[src/rtl/uart_loader_pkg.sv]
// Shared constants and state encoding for the UART instruction loader.
package uart_loader_pkg;

    localparam logic [7:0] CMD_LOAD = 8'h4C;
    localparam logic [7:0] CMD_RUN  = 8'h52;
    localparam logic [7:0] RSP_ACK  = 8'h06;
    localparam logic [7:0] RSP_NAK  = 8'h15;

    typedef enum logic [2:0] {
        ST_IDLE   = 3'd0,
        ST_LEN_HI = 3'd1,
        ST_LEN_LO = 3'd2,
        ST_DATA   = 3'd3,
        ST_WRITE  = 3'd4,
        ST_RUN_P  = 3'd5,
        ST_RESP   = 3'd6
    } state_e;

    // States that pop a byte from the RX FIFO whenever one is available.
    function automatic logic is_consuming(input state_e s);
        logic r;
        case (s)
            ST_IDLE, ST_LEN_HI, ST_LEN_LO, ST_DATA: r = 1'b1;
            default:                                r = 1'b0;
        endcase
        return r;
    endfunction

endpackage

[src/rtl/uart_word_packer.sv]
// Packs bytes MSB first into a word; flags the byte that completes a word.
module uart_word_packer
    import uart_loader_pkg::*;
#(
    parameter int DATA_BITS  = 8,
    parameter int WORD_WIDTH = 32
) (
    input  logic                  clk,
    input  logic                  reset,
    input  logic                  load_i,
    input  logic [DATA_BITS-1:0]  data_i,
    input  logic                  clear_i,
    output logic [WORD_WIDTH-1:0] word_o,
    output logic                  word_done_o
);

    logic [1:0]            cnt_q, cnt_d;
    logic [WORD_WIDTH-1:0] word_q, word_d;

    // Next byte count and shift-register contents.
    always_comb begin
        cnt_d  = cnt_q;
        word_d = word_q;
        if (clear_i) begin
            cnt_d = 2'd0;
        end else if (load_i) begin
            cnt_d  = cnt_q + 2'd1;
            word_d = {word_q[WORD_WIDTH-DATA_BITS-1:0], data_i};
        end else begin
            cnt_d = cnt_q;
        end
    end

    // Counter and shift-register state.
    always_ff @(posedge clk or negedge reset) begin
        if (!reset) begin
            cnt_q  <= 2'd0;
            word_q <= '0;
        end else begin
            cnt_q  <= cnt_d;
            word_q <= word_d;
        end
    end

    assign word_o      = word_q;
    assign word_done_o = load_i && (cnt_q == 2'd3);

endmodule

[src/rtl/uart_loader.sv]
// UART command decoder: loads big-endian words into instruction memory,
// pulses run, and answers every command with one ACK/NAK byte.
module uart_loader
    import uart_loader_pkg::*;
#(
    parameter int DATA_BITS  = 8,
    parameter int WORD_WIDTH = 32,
    parameter int ADDR_WIDTH = 10
) (
    input  logic                  clk,
    input  logic                  reset,
    input  logic                  rx_empty,
    input  logic [DATA_BITS-1:0]  r_data,
    output logic                  rd_uart,
    input  logic                  tx_full,
    output logic                  wr_uart,
    output logic [DATA_BITS-1:0]  w_data,
    output logic                  mem_wr_en,
    output logic [ADDR_WIDTH-1:0] mem_addr,
    output logic [WORD_WIDTH-1:0] mem_data,
    output logic                  run,
    output logic                  busy
);

    state_e                state_q, state_d;
    logic [15:0]           count_q, count_d;
    logic [ADDR_WIDTH-1:0] addr_q, addr_d;
    logic [DATA_BITS-1:0]  w_data_q, w_data_d;
    logic                  wr_uart_q, mem_wr_en_q, run_q, busy_q;
    logic                  rd_s, load_s, clear_s, word_done_s;

    assign rd_s   = is_consuming(state_q) && !rx_empty;
    assign load_s = (state_q == ST_DATA) && !rx_empty;

    uart_word_packer #(
        .DATA_BITS  (DATA_BITS),
        .WORD_WIDTH (WORD_WIDTH)
    ) u_packer (
        .clk         (clk),
        .reset       (reset),
        .load_i      (load_s),
        .data_i      (r_data),
        .clear_i     (clear_s),
        .word_o      (mem_data),
        .word_done_o (word_done_s)
    );

    // Next-state, count, address and response-code logic.
    always_comb begin
        state_d  = state_q;
        count_d  = count_q;
        addr_d   = addr_q;
        w_data_d = w_data_q;
        clear_s  = 1'b0;
        case (state_q)
            ST_IDLE: begin
                if (rd_s) begin
                    if (r_data == DATA_BITS'(CMD_LOAD)) begin
                        state_d = ST_LEN_HI;
                    end else if (r_data == DATA_BITS'(CMD_RUN)) begin
                        state_d = ST_RUN_P;
                    end else begin
                        state_d  = ST_RESP;
                        w_data_d = DATA_BITS'(RSP_NAK);
                    end
                end else begin
                    state_d = ST_IDLE;
                end
            end
            ST_LEN_HI: begin
                if (rd_s) begin
                    count_d = {r_data, count_q[7:0]};
                    state_d = ST_LEN_LO;
                end else begin
                    state_d = ST_LEN_HI;
                end
            end
            ST_LEN_LO: begin
                if (rd_s) begin
                    count_d = {count_q[15:8], r_data};
                    if (count_d == 16'd0) begin
                        state_d  = ST_RESP;
                        w_data_d = DATA_BITS'(RSP_ACK);
                    end else begin
                        clear_s = 1'b1;
                        addr_d  = '0;
                        state_d = ST_DATA;
                    end
                end else begin
                    state_d = ST_LEN_LO;
                end
            end
            ST_DATA: begin
                if (word_done_s) begin
                    state_d = ST_WRITE;
                end else begin
                    state_d = ST_DATA;
                end
            end
            ST_WRITE: begin
                // Address wraps naturally; oversized loads overwrite from 0.
                addr_d  = addr_q + {{(ADDR_WIDTH-1){1'b0}}, 1'b1};
                count_d = count_q - 16'd1;
                if (count_q == 16'd1) begin
                    state_d  = ST_RESP;
                    w_data_d = DATA_BITS'(RSP_ACK);
                end else begin
                    state_d = ST_DATA;
                end
            end
            ST_RUN_P: begin
                state_d  = ST_RESP;
                w_data_d = DATA_BITS'(RSP_ACK);
            end
            ST_RESP: begin
                if (!tx_full) begin
                    state_d = ST_IDLE;
                end else begin
                    state_d = ST_RESP;
                end
            end
            default: begin
                state_d = ST_IDLE;
            end
        endcase
    end

    // State, datapath and registered output strobes.
    always_ff @(posedge clk or negedge reset) begin
        if (!reset) begin
            state_q     <= ST_IDLE;
            count_q     <= 16'd0;
            addr_q      <= '0;
            w_data_q    <= '0;
            wr_uart_q   <= 1'b0;
            mem_wr_en_q <= 1'b0;
            run_q       <= 1'b0;
            busy_q      <= 1'b0;
        end else begin
            state_q     <= state_d;
            count_q     <= count_d;
            addr_q      <= addr_d;
            w_data_q    <= w_data_d;
            wr_uart_q   <= (state_q == ST_RESP) && !tx_full;
            mem_wr_en_q <= (state_d == ST_WRITE);
            run_q       <= (state_d == ST_RUN_P);
            busy_q      <= (state_d != ST_IDLE);
        end
    end

    assign rd_uart   = rd_s;
    assign wr_uart   = wr_uart_q;
    assign w_data    = w_data_q;
    assign mem_wr_en = mem_wr_en_q;
    assign mem_addr  = addr_q;
    assign run       = run_q;
    assign busy      = busy_q;

endmodule

[config.mk]
export PLATFORM = sky130hd
export DESIGN_NAME = uart_loader
export DESIGN_NICKNAME = d
export VERILOG_FILES = /design/src/rtl/uart_loader_pkg.sv /design/src/rtl/uart_word_packer.sv /design/src/rtl/uart_loader.sv
export SDC_FILE = /design/constraint.sdc
export NUM_CORES = 1
export LEC_CHECK = 0
export BUFFER_PORTS_ARGS = -buffer_cell sky130_fd_sc_hd__buf_4
export CAP_MARGIN = 40
export CORE_MARGIN = 2
export CORE_UTILIZATION = 45
export DETAILED_ROUTE_END_ITERATION = 7
export GPL_ROUTABILITY_DRIVEN = 0
export MAX_ROUTING_LAYER = met4
export PLACE_DENSITY = 0.67
export REMOVE_ABC_BUFFERS = 1
export SYNTH_ARGS = -nofsm -noshare
export SYNTH_HDL_FRONTEND = slang
export SYNTH_SLANG_ARGS = --single-unit
[constraint.sdc]
create_clock -name clk -period 2.79 [get_ports clk]
set_clock_uncertainty 0.1 [all_clocks]
set_input_delay 0.4185 -clock clk [delete_from_list [all_inputs] [get_ports clk]]
set_output_delay 0.4185 -clock clk [all_outputs]
set_load 0.03 [all_outputs]
# == After elaboration in Yosys (flattened, before gate mapping) ==
# Cells that the tools add are included.
# totals
elab_cells,85
out_inout_bits,55
in_bits,12
register_bits,75
# classes
muxes,29
bitwise_logic,3
eq_ne,20
n_reduce_logical,19
addsub,3
# op_table
op,count
$mux W8,7
$pmux W16 S3,1
$pmux W8 S4,1
$mux W3,7
$pmux W3 S7,1
$mux W10,2
$pmux W10 S2,1
$eq A16 B1 Y1 const B,1
$eq A8 B7 Y1 const B,2
$logic_not A16 Y1,1
$mux W16,1
$ne A2 B2 Y1 const B,8
$sub A16 B1 Y16 const B,1
$eq A3 B3 Y1 const B,5
$add A10 B1 Y10 const B,1
$reduce_and A3 Y1,3
$mux W2,4
$reduce_and A7 Y1,1
$eq A3 B2 Y1 const B,2
$reduce_bool A2 Y1,3
$logic_and A1 B1 Y1,4
$mux W1,4
$reduce_bool A4 Y1,1
$reduce_or A4 Y1,1
other kinds (8),11

# == Longest topological paths before layout ==
# Gate-level depths: netlist of run 1.
# logic_depth
ltp_word,8
mapped_depth,7
ltp_nobuf,7

# == By module ==
# Synthesis of run 1 repeated with hierarchy kept, for this count alone.
# unflattened
cells_unflattened,315
area_unflattened_um2,3554.7
# by_module_without_submodules
module,seq_area_each_um2,area_per_inst_um2,cells_each,instances
uart_loader,900.9,2099.5,238,1
uart_word_packer,850.8,1455.1,77,1

# == Worst setup path before layout of run 1 ==
# Ideal clock, no wire load.
# synth_timing
path_kind,register to register
start,register state_q[2]
end,"register u_packer.word_q[10], in the netlist u_packer.word_o[10]"
setup_time_ns,0.066
stages_incl_launch_ff,8
arrival_time_ns,1.883
t_required_ns,2.624
synth_period_minus_slack_ns,2.049
slack_ns,0.741
path_buffers,3
cell_sequence,dfrtp_1 > buf_2 > nor2_1 > and3_1 > clkbuf_1 > clkbuf_1 > nand2_1 > nand2_1
# synth_between
elab_chain_cells,8
word_cells_on_any_way,12
classes_between,3 x eq/ne; 3 x mux; 1 x bitwise; 5 x reduce/logical
# synth_rtl
element,line,text
"start, declared",uart_loader.sv:25,"state_e state_q, state_d;"
"start signal, assigned",uart_loader.sv:140,state_q <= state_d;
$eq A3 B2 Y1 (tied with other cells),uart_loader_pkg.sv:22,case (s)
$reduce_or A4 Y1 *,uart_loader_pkg.sv:22,
$mux W1 *,uart_loader_pkg.sv:22,
$logic_and A1 B1 Y1 *,uart_loader.sv:32,assign rd_s = is_consuming(state_q) && !rx_empty;
named net rd_uart,uart_loader.sv:14,"output logic rd_uart,"
$mux W1 *,uart_loader.sv:79,if (rd_s) begin
$mux W1 *,uart_loader.sv:55,case (state_q)
$not A1 Y1 (no source line) *,-,
$reduce_and A2 Y1 (no source line) *,-,
"end signal, assigned",uart_word_packer.sv:41,word_q <= word_d;
"end, declared",uart_word_packer.sv:18,"logic [WORD_WIDTH-1:0] word_q, word_d;"
# The timed path passes the listed nets; every way through them passes the cells marked *.
# A chain may end at the register's enable or synchronous reset.

# == Worst setup path after layout of run 1 ==
# layout_timing
start,register state_q[2]
end,"register addr_q[8], in the netlist mem_addr[8]"
# layout_between
elab_chain_cells,6
word_cells_on_any_way,13
classes_between,6 x eq/ne; 2 x mux; 5 x reduce/logical
# layout_rtl
element,line,text
$eq A3 B2 Y1 (tied with other cells),uart_loader_pkg.sv:22,
$reduce_or A4 Y1,uart_loader_pkg.sv:22,
$mux W1,uart_loader_pkg.sv:22,
$logic_and A1 B1 Y1,uart_loader.sv:32,
$ne A2 B2 Y1 (no source line),-,
$reduce_and A3 Y1 (no source line),-,
"end signal, assigned",uart_loader.sv:142,addr_q <= addr_d;
"end, declared",uart_loader.sv:27,"logic [ADDR_WIDTH-1:0] addr_q, addr_d;"
# Parallel ways exist; a longest one is shown, timed or not.

==> results of run 1 <==
power by group through the flow:
stage	clock network (mW)	logic (mW)	registers, mW
global route	0.838	2.39	1.82
detailed placement	0	2.18	1.77
finish	0.767	2.18	1.76
CTS	0.795	2.18	1.75
global placement	0	2.14	1.76
floorplan	0	0.985	2.12
cells by family (layout without fill, tap and decap cells):
kind of cell    Yosys count  in the layout  synth area share [%]
fa+ha+maj                 4              4                 1.436
simple gates            202            202                 28.32
flops                    70             70                 50.25
buf+inv                  27             97                 3.841
xor+xnor                  1              1                0.2513
compound gates           89             89                 15.79
other cells               1              4                0.1076
per-stage QoR:
stage | worst slack [ns] | std cells | cell area [um^2] | hold WS [ns]
3_5_place_dp | 0.5438 | 552 | 4078 | 0.3081
4_1_cts | 0.5890 | 569 | 4273 | 0.2168
5_1_grt | 0.4284 | 569 | 4273 | 0.2504
3_3_place_gp | 0.5934 | 551 | 4058 | 0.3584
2_1_floorplan | 0.4135 | 377 | 3390 | 0.02291
6_report | 0.5806 | 569 | 4273 | 0.2374
final cells by class:
| cell class | count | area share (%) |
|---|---|---|
| Clock buffer | 11 | 3.543 |
| Sequential cell | 70 | 41.00 |
| Inverter | 7 | 0.6149 |
| Timing Repair Buffer | 74 | 13.35 |
| Tap cell | 102 | 2.987 |
| Multi-Input combinational cell | 300 | 37.72 |
| Clock inverter | 5 | 0.7906 |
synth_stat cells (5+ instances only):
library cell                 n
sky130_fd_sc_hd__nor3_1     11
sky130_fd_sc_hd__clkbuf_1   11
sky130_fd_sc_hd__or3_1       9
sky130_fd_sc_hd__inv_1       7
sky130_fd_sc_hd__o21ai_0    33
sky130_fd_sc_hd__nand2b_1    5
sky130_fd_sc_hd__nor2_1     27
sky130_fd_sc_hd__nand3_1     7
sky130_fd_sc_hd__nand2_1   112
sky130_fd_sc_hd__a21oi_1    22
sky130_fd_sc_hd__dfrtp_1    70
sky130_fd_sc_hd__buf_4       6
how the worst min path moves through the flow:
| stage | startpoint | endpoint | depth (start not counted) |
|---|---|---|---|
| floorplan | reset | busy | 0 |
| global placement | u_packer.word_o[24] | u_packer.word_o[24] | 2 |
| detailed placement | reset | u_packer.word_o[27] | 1 |
| CTS | r_data[1] | count_q[1] | 3 |
| global route | r_data[1] | count_q[1] | 3 |
| finish | r_data[1] | count_q[1] | 3 |
registers in the layout (all words and copies together), names as in the netlist:
register,cells
u_packer.word_o,32
count_q,16
mem_addr,10
state_q,3
w_data,3
u_packer.cnt_q,2
busy,1
mem_wr_en,1
run,1
wr_uart,1
layout by cell type (no fill, tap or decap), types with 3 or more instances in the layout:
cell type                  count
sky130_fd_sc_hd__nand2_1     112
sky130_fd_sc_hd__buf_4        72
sky130_fd_sc_hd__dfrtp_1      70
sky130_fd_sc_hd__o21ai_0      33
sky130_fd_sc_hd__nor2_1       27
sky130_fd_sc_hd__a21oi_1      22
sky130_fd_sc_hd__nor3_1       11
sky130_fd_sc_hd__clkbuf_8     11
sky130_fd_sc_hd__or3_1         9
sky130_fd_sc_hd__inv_1         7
sky130_fd_sc_hd__nand3_1       7
sky130_fd_sc_hd__nand2b_1      5
sky130_fd_sc_hd__nor4_1        4
sky130_fd_sc_hd__a22oi_1       4
sky130_fd_sc_hd__ha_1          4
sky130_fd_sc_hd__conb_1        4
sky130_fd_sc_hd__a31oi_1       3
sky130_fd_sc_hd__o211ai_1      3
sky130_fd_sc_hd__o21ai_1       3
sky130_fd_sc_hd__and4_1        3
sky130_fd_sc_hd__nor2b_1       3
sky130_fd_sc_hd__nand4_1       3
sky130_fd_sc_hd__a221o_1       3
per-layer routing:
metal  track usage [%]  part of all wire [%]  vias to the layer above
li1                  -                     -                     1509
met1             30.07                    47                     1466
met3             3.698                   5.3                       16
met5                 -                     0                        -
met2             31.86                    46                       93
met4             10.95                   2.2                        0
timing repair:
action                                 in CTS  in global routing
endpoints found under the hold margin      34                  0
hold buffers                                1                  0
gates resized for setup                     0                  0
buffers inserted                            0                  0
worst reg2reg max path: stages (launching register included):
cell and delay (ns):
sky130_fd_sc_hd__dfrtp_1 0.65, sky130_fd_sc_hd__or3b_1 0.56, sky130_fd_sc_hd__nand2_4 0.18, sky130_fd_sc_hd__o21ai_4 0.13, sky130_fd_sc_hd__or3_1 0.37, sky130_fd_sc_hd__a21oi_1 0.15
==> impl_metrics.sql, run 1 <==
INSERT INTO impl_metrics (metric_group, metric, value, unit) VALUES
('synthesis', 'synth.distinct_cells', '57', ''),
('synthesis', 'number_of_flops_mapped_to_enable_cells_by_yosys', '0', ''),
('pwr', 'ir_drop', '0.0005775', 'V'),
('routing', 'avgViaCountPerCell', '5.420', ''),
('synthesis', 'yosys_top_cell_area_share', '50.25', '%'),
('flow_run', 'cap_violations', '0', ''),
('sta', 'fin_crit_sh', '79.19', '%'),
('worst_setup_path', 'cp_num_cells', '5', ''),
('worst_setup_path', 'critPathCaptureType', 'register', ''),
('clock_tree', 'library_cell_used_as_clock_root_buffer', 'sky130_fd_sc_hd__clkbuf_8', ''),
('synthesis', 'synth_seq_cells', '70', ''),
('outcome', 'run_status', 'complete, no violations', ''),
('routing', 'dr_total_vias', '3084', ''),
('sta', 'slew-limit-headroom', '65.75', '%'),
('finish', 'multiInputGateArea', '1612', 'um^2'),
('sta', 'setup_violations', '0', ''),
('global_routing', 'via_count_of_the_first_global_routing_pass', '2959', ''),
('worst_setup_path', 'worst_r2r_startpoint', 'state_q[2]', ''),
('synthesis', 'syn_area', '3486', 'um^2'),
('routing', 'drc', '0', ''),
('finish', 'utilization', '56.17', '%'),
('worst_setup_path', 'critical_path.max_stage_delay', '0.65', 'ns'),
('sta', 'finalHoldViolCount', '0', ''),
('pwr', 'p_sw', '2.150', 'mW'),
('worst_setup_path', 'setup.worst_path.start_class', 'register', ''),
('clock_tree', 'clkSinkCount', '70', ''),
('worst_setup_path', 'critical_path.slowest_cell', 'sky130_fd_sc_hd__dfrtp_1', ''),
('worst_setup_path', 'r2r-end', 'mem_addr[8]', ''),
('floorplan', 'fp.dieArea', '8467', 'um^2'),
('floorplan', 'horizontal_die_dimension', '92.02', 'um'),
('floorplan', 'rows', '32', ''),
('placement', 'dp_hpwl', '5.885', 'mm'),
('sta', 'worstMarginPinSlew', '0.5090', 'ns'),
('worst_setup_path', 'reg2reg_depth', '5', ''),
('worst_setup_path', 'critical_path_class', 'reg2reg', ''),
('floorplan', 'floorplan.initialDensity', '45.82', '%'),
('sta', 'grt_setup_unrepaired', 'no', ''),
('pwr', 'power.share.clock', '16.3', '%'),
('clock_tree', 'cts-htree-levels', '3', ''),
('sta', 'clock.fmax', '452.6', 'MHz'),
('worst_setup_path', 'crit_required', '2.96', 'ns'),
('worst_setup_path', 'crit_start', 'state_q[2]', ''),
('hold_path', 'hold_class', 'in2reg', ''),
('worst_setup_path', 'crit_chain', 'or3b_1, nand2_4, o21ai_4, or3_1, a21oi_1', ''),
('pwr', 'power.density_cell_area', '1100', 'nW/um^2'),
('pwr', 'internal-power', '2.552', 'mW'),
('floorplan', 'core_ar', '7607', 'um^2'),
('finish', 'insertedDiodeCount', '0', ''),
('global_routing', 'largest_net_degree_at_the_start_of_global_routing', '37', ''),
('clock_tree', 'clk_latency', '0.35', 'ns'),
('synthesis', 'ys_warn_count', '0', ''),
('synthesis', 'postSynth.asyncResetShare', '100.0', '%'),
('synthesis', 'yosysSeqAreaShare', '50.25', '%'),
('sta', 'setup_total_negative_slack', '0', 'ns'),
('global_routing', 'global_route_wire_length_before_repair', '14.35', 'mm'),
('sta', 'post-route-min-period', '2.209', 'ns'),
('floorplan', 'chipHeight', '92.02', 'um'),
('pwr', 'power.static_leakage', '2.055', 'nW'),
('global_routing', 'grtUsageTotal', '21.99', '%'),
('finish', 'seq_area', '1752', 'um^2'),
('clock_tree', 'tritoncts.num_buffers', '9', ''),
('clock_tree', 'cts.path.max_buffers', '2', ''),
('routing', 'avgRoutedWirePerCell', '14.85', 'um'),
('routing', 'route.antenna.remaining_nets', '0', ''),
('worst_setup_path', 'critPathCapture', 'mem_addr[8]', ''),
('synthesis', 'most_instantiated_flip_flop_cell_in_the_synthesis_netlist', 'sky130_fd_sc_hd__dfrtp_1', ''),
('synthesis', 'synthesis.area_per_instance', '8.847', 'um^2'),
('finish', 'fillCellCount', '698', ''),
('clock_tree', 'path_clk_slew', '0.08', 'ns'),
('routing', 'wl', '8.450', 'mm'),
('global_routing', 'grt_overflow_total', '0', '');
Power figures use the tool's default switching activity.
==> run 2, diff against run 1 <==
PLACE_DENSITY = 0.7   (was 0.67)
clock period = 2 ns   (was 2.79 ns; I/O delays follow)
==> run 2 against run 1 <==
Non-clock buffer count rose by 44. First-iteration DRC count rose by 23%. Via count rose by 8.6%. Clock power rose by 56%. Setup slack got worse by 0.55 ns. Cell count rose by 7.9%. Critical path depth rose by 1. Combinational power rose by 75%. Power rose by 57%. Flip-flop and latch count did not move. Die area did not move. Largest cell class unchanged.
==> impl_metrics.sql, run 2 (synthesized netlist as in run 1, its figures left out) <==
INSERT INTO impl_metrics (metric_group, metric, value, unit) VALUES
('outcome', 'run_status', 'complete, no violations', ''),
('routing', 'dr_total_vias', '3348', ''),
('worst_setup_path', 'worst_r2r_startpoint', 'state_q[2]', ''),
('sta', 'finalHoldViolCount', '0', ''),
('pwr', 'power.density_cell_area', '1562', 'nW/um^2'),
('worst_setup_path', 'critical_path_peak_fanout', '8', ''),
('flow_run', 'cap_violations', '0', ''),
('sta', 'clock.fmax', '506.7', 'MHz'),
('floorplan', 'fp.dieArea', '8467', 'um^2'),
('finish', 'flow.area_growth_from_synthesis', '35.75', '%'),
('sta', 'fin_hold_ws', '0.1479', 'ns'),
('finish', 'post_layout_nonfiller_instances', '614', ''),
('worst_setup_path', 'setup.worst_path.start_class', 'register', ''),
('worst_setup_path', 'critPathCapture', 'mem_addr[6]', ''),
('clock_tree', 'path_clk_slew', '0.09', 'ns'),
('floorplan', 'num_ports', '67', ''),
('global_routing', 'global_route_wire_length_before_repair', '15.06', 'mm'),
('placement', 'dp_cells', '589', ''),
('clock_tree', 'clk_latency', '0.35', 'ns'),
('worst_setup_path', 'crit_start', 'state_q[2]', ''),
('placement', 'port_buffers', '62', ''),
('pwr', 'power.static_leakage', '2.303', 'nW'),
('sta', 'post-route-min-period', '1.974', 'ns'),
('worst_setup_path', 'critical_path.slowest_cell', 'sky130_fd_sc_hd__or4b_4', ''),
('finish', 'most-common-layout-cells', '114 x sky130_fd_sc_hd__buf_4, 112 x sky130_fd_sc_hd__nand2_1, 67 x sky130_fd_sc_hd__dfrtp_1', ''),
('worst_setup_path', 'r2r-end', 'mem_addr[6]', ''),
('finish', 'utilization', '62.20', '%'),
('global_routing', 'largest_net_degree_at_the_start_of_global_routing', '37', ''),
('finish', 'nNetsFinal', '523', ''),
('global_routing', 'via_count_of_the_first_global_routing_pass', '3164', ''),
('floorplan', 'rows', '32', ''),
('worst_setup_path', 'crit_chain', 'buf_4, or4b_4, nand2_4, o21ai_4, or3_1, a21oi_1', ''),
('finish', 'post_route_cells_drive_above_1_share', '30.86', '%'),
('global_routing', 'grtUsageTotal', '22.96', '%'),
('finish', 'largest_register_ff_count', '32', ''),
('routing', 'detailed_router_iteration_count_before_antenna_repair', '5', ''),
('clock_tree', 'tritoncts.num_buffers', '9', ''),
('worst_setup_path', 'worstPathArrival', '2.16', 'ns'),
('routing', 'avgRoutedWirePerCell', '15.28', 'um'),
('worst_setup_path', 'critical_path_class', 'reg2reg', ''),
('clock_tree', 'cts.path.max_buffers', '2', ''),
('worst_setup_path', 'crit_required', '2.18', 'ns'),
('clock_tree', 'clkSinkCount', '70', ''),
('global_routing', 'grt_overflow_total', '0', ''),
('global_routing', 'grt_antenna_before_repair', '0', ''),
('hold_path', 'hold_class', 'in2reg', ''),
('clock_tree', 'library_cell_used_as_clock_root_buffer', 'sky130_fd_sc_hd__clkbuf_8', ''),
('floorplan', 'chipHeight', '92.02', 'um'),
('sta', 'grt_setup_unrepaired', 'yes', ''),
('worst_setup_path', 'critical_path.max_stage_delay', '0.51', 'ns'),
('sta', 'setup_total_negative_slack', '0', 'ns'),
('clock_tree', 'tritoncts_clock_tree', 'yes', ''),
('routing', 'wl', '9.381', 'mm'),
('sta', 'final_critical_path_setup_slack', '0.02633', 'ns'),
('floorplan', 'floorplan.initialDensity', '45.82', '%'),
('floorplan', 'core_ar', '7607', 'um^2'),
('placement', 'dp_hpwl', '6.458', 'mm'),
('sta', 'timing_max_transition_violations_final', '0', ''),
('sta', 'setup_violations', '0', ''),
('pwr', 'ir_drop', '0.0007102', 'V'),
('routing', 'detailedRoute.firstIterationViolations', '215', ''),
('worst_setup_path', 'setup.reg_to_reg.worst_slack', '0.03', 'ns'),
('floorplan', 'horizontal_die_dimension', '92.02', 'um'),
('worst_setup_path', 'critPathCaptureType', 'register', ''),
('finish', 'insertedDiodeCount', '0', ''),
('routing', 'drc', '0', ''),
('finish', 'layout_commonest_cell', 'sky130_fd_sc_hd__buf_4', ''),
('clock_tree', 'cts-htree-levels', '3', ''),
('routing', 'route.antenna.remaining_nets', '0', ''),
('sta', 'fin_crit_sh', '98.68', '%'),
('placement', 'placement.setup.worst_slack', '-0.1682', 'ns'),
('routing', 'avgViaCountPerCell', '5.453', ''),
('worst_setup_path', 'reg2reg_depth', '6', '');
-- run 2: worst min path at each step --
stage,startpoint,endpoint,cells after the start
5_1_grt,tx_full,wr_uart,3
6_report,tx_full,wr_uart,3
4_1_cts,tx_full,wr_uart,3
3_5_place_dp,reset,u_packer.word_o[26],1
3_3_place_gp,reset,u_packer.word_o[26],1
2_1_floorplan,reset,busy,0
-- run 2: cell type report --
class | instances | area (um^2)
fill | 689 | 2875
sequential | 70 | 1755
multi-input combinational | 301 | 1692
timing repair buffer | 118 | 925.9
clock buffer | 10 | 137.6
tap | 102 | 127.6
clock inverter | 6 | 67.56
inverter | 7 | 26.28
-- run 2: timing repair --
item / in CTS / in global routing
gates cloned: 0 / 1
endpoints found under the setup margin: 2 / 22
setup buffers: 3 / 4
hold buffers: 1 / 0
pin swaps: 1 / 15
hold endpoints to repair: 31 / 0
resized for setup: 3 / 15
-- run 2: per-stage QoR --
step	total power, mW	area, um^2
6_report	7.394	4732
5_1_grt	7.861	4732
4_1_cts	7.209	4632
3_5_place_dp	5.932	4380
3_3_place_gp	5.836	4380
2_1_floorplan	4.329	3390
-- run 2: per-layer routing --
| layer | track usage, % | share of wire [%] |
|---|---|---|
| met1 | 31.23 | 44 |
| met2 | 35.36 | 48 |
| met3 | 3.287 | 6.4 |
| met4 | 8.458 | 1.6 |
| met5 | - | 0 |
-- run 2: worst max-delay path, delay by kind of cell, from the launching register on --
family	cells	cell delay [ns]
and+or+nand+nor	3	0.98
AOI/OAI and AO/OA	2	0.24
buffers and inverters	1	0.14
DFF	1	0.45
-- run 2: power breakdown --
group	internal, mW	leakage [nW]	switching (mW)
Sequential	1.91	0.902	0.471
Combinational	1.60	1.30	2.21
Clock	0.617	0.0993	0.583
Total	4.13	2.30	3.26
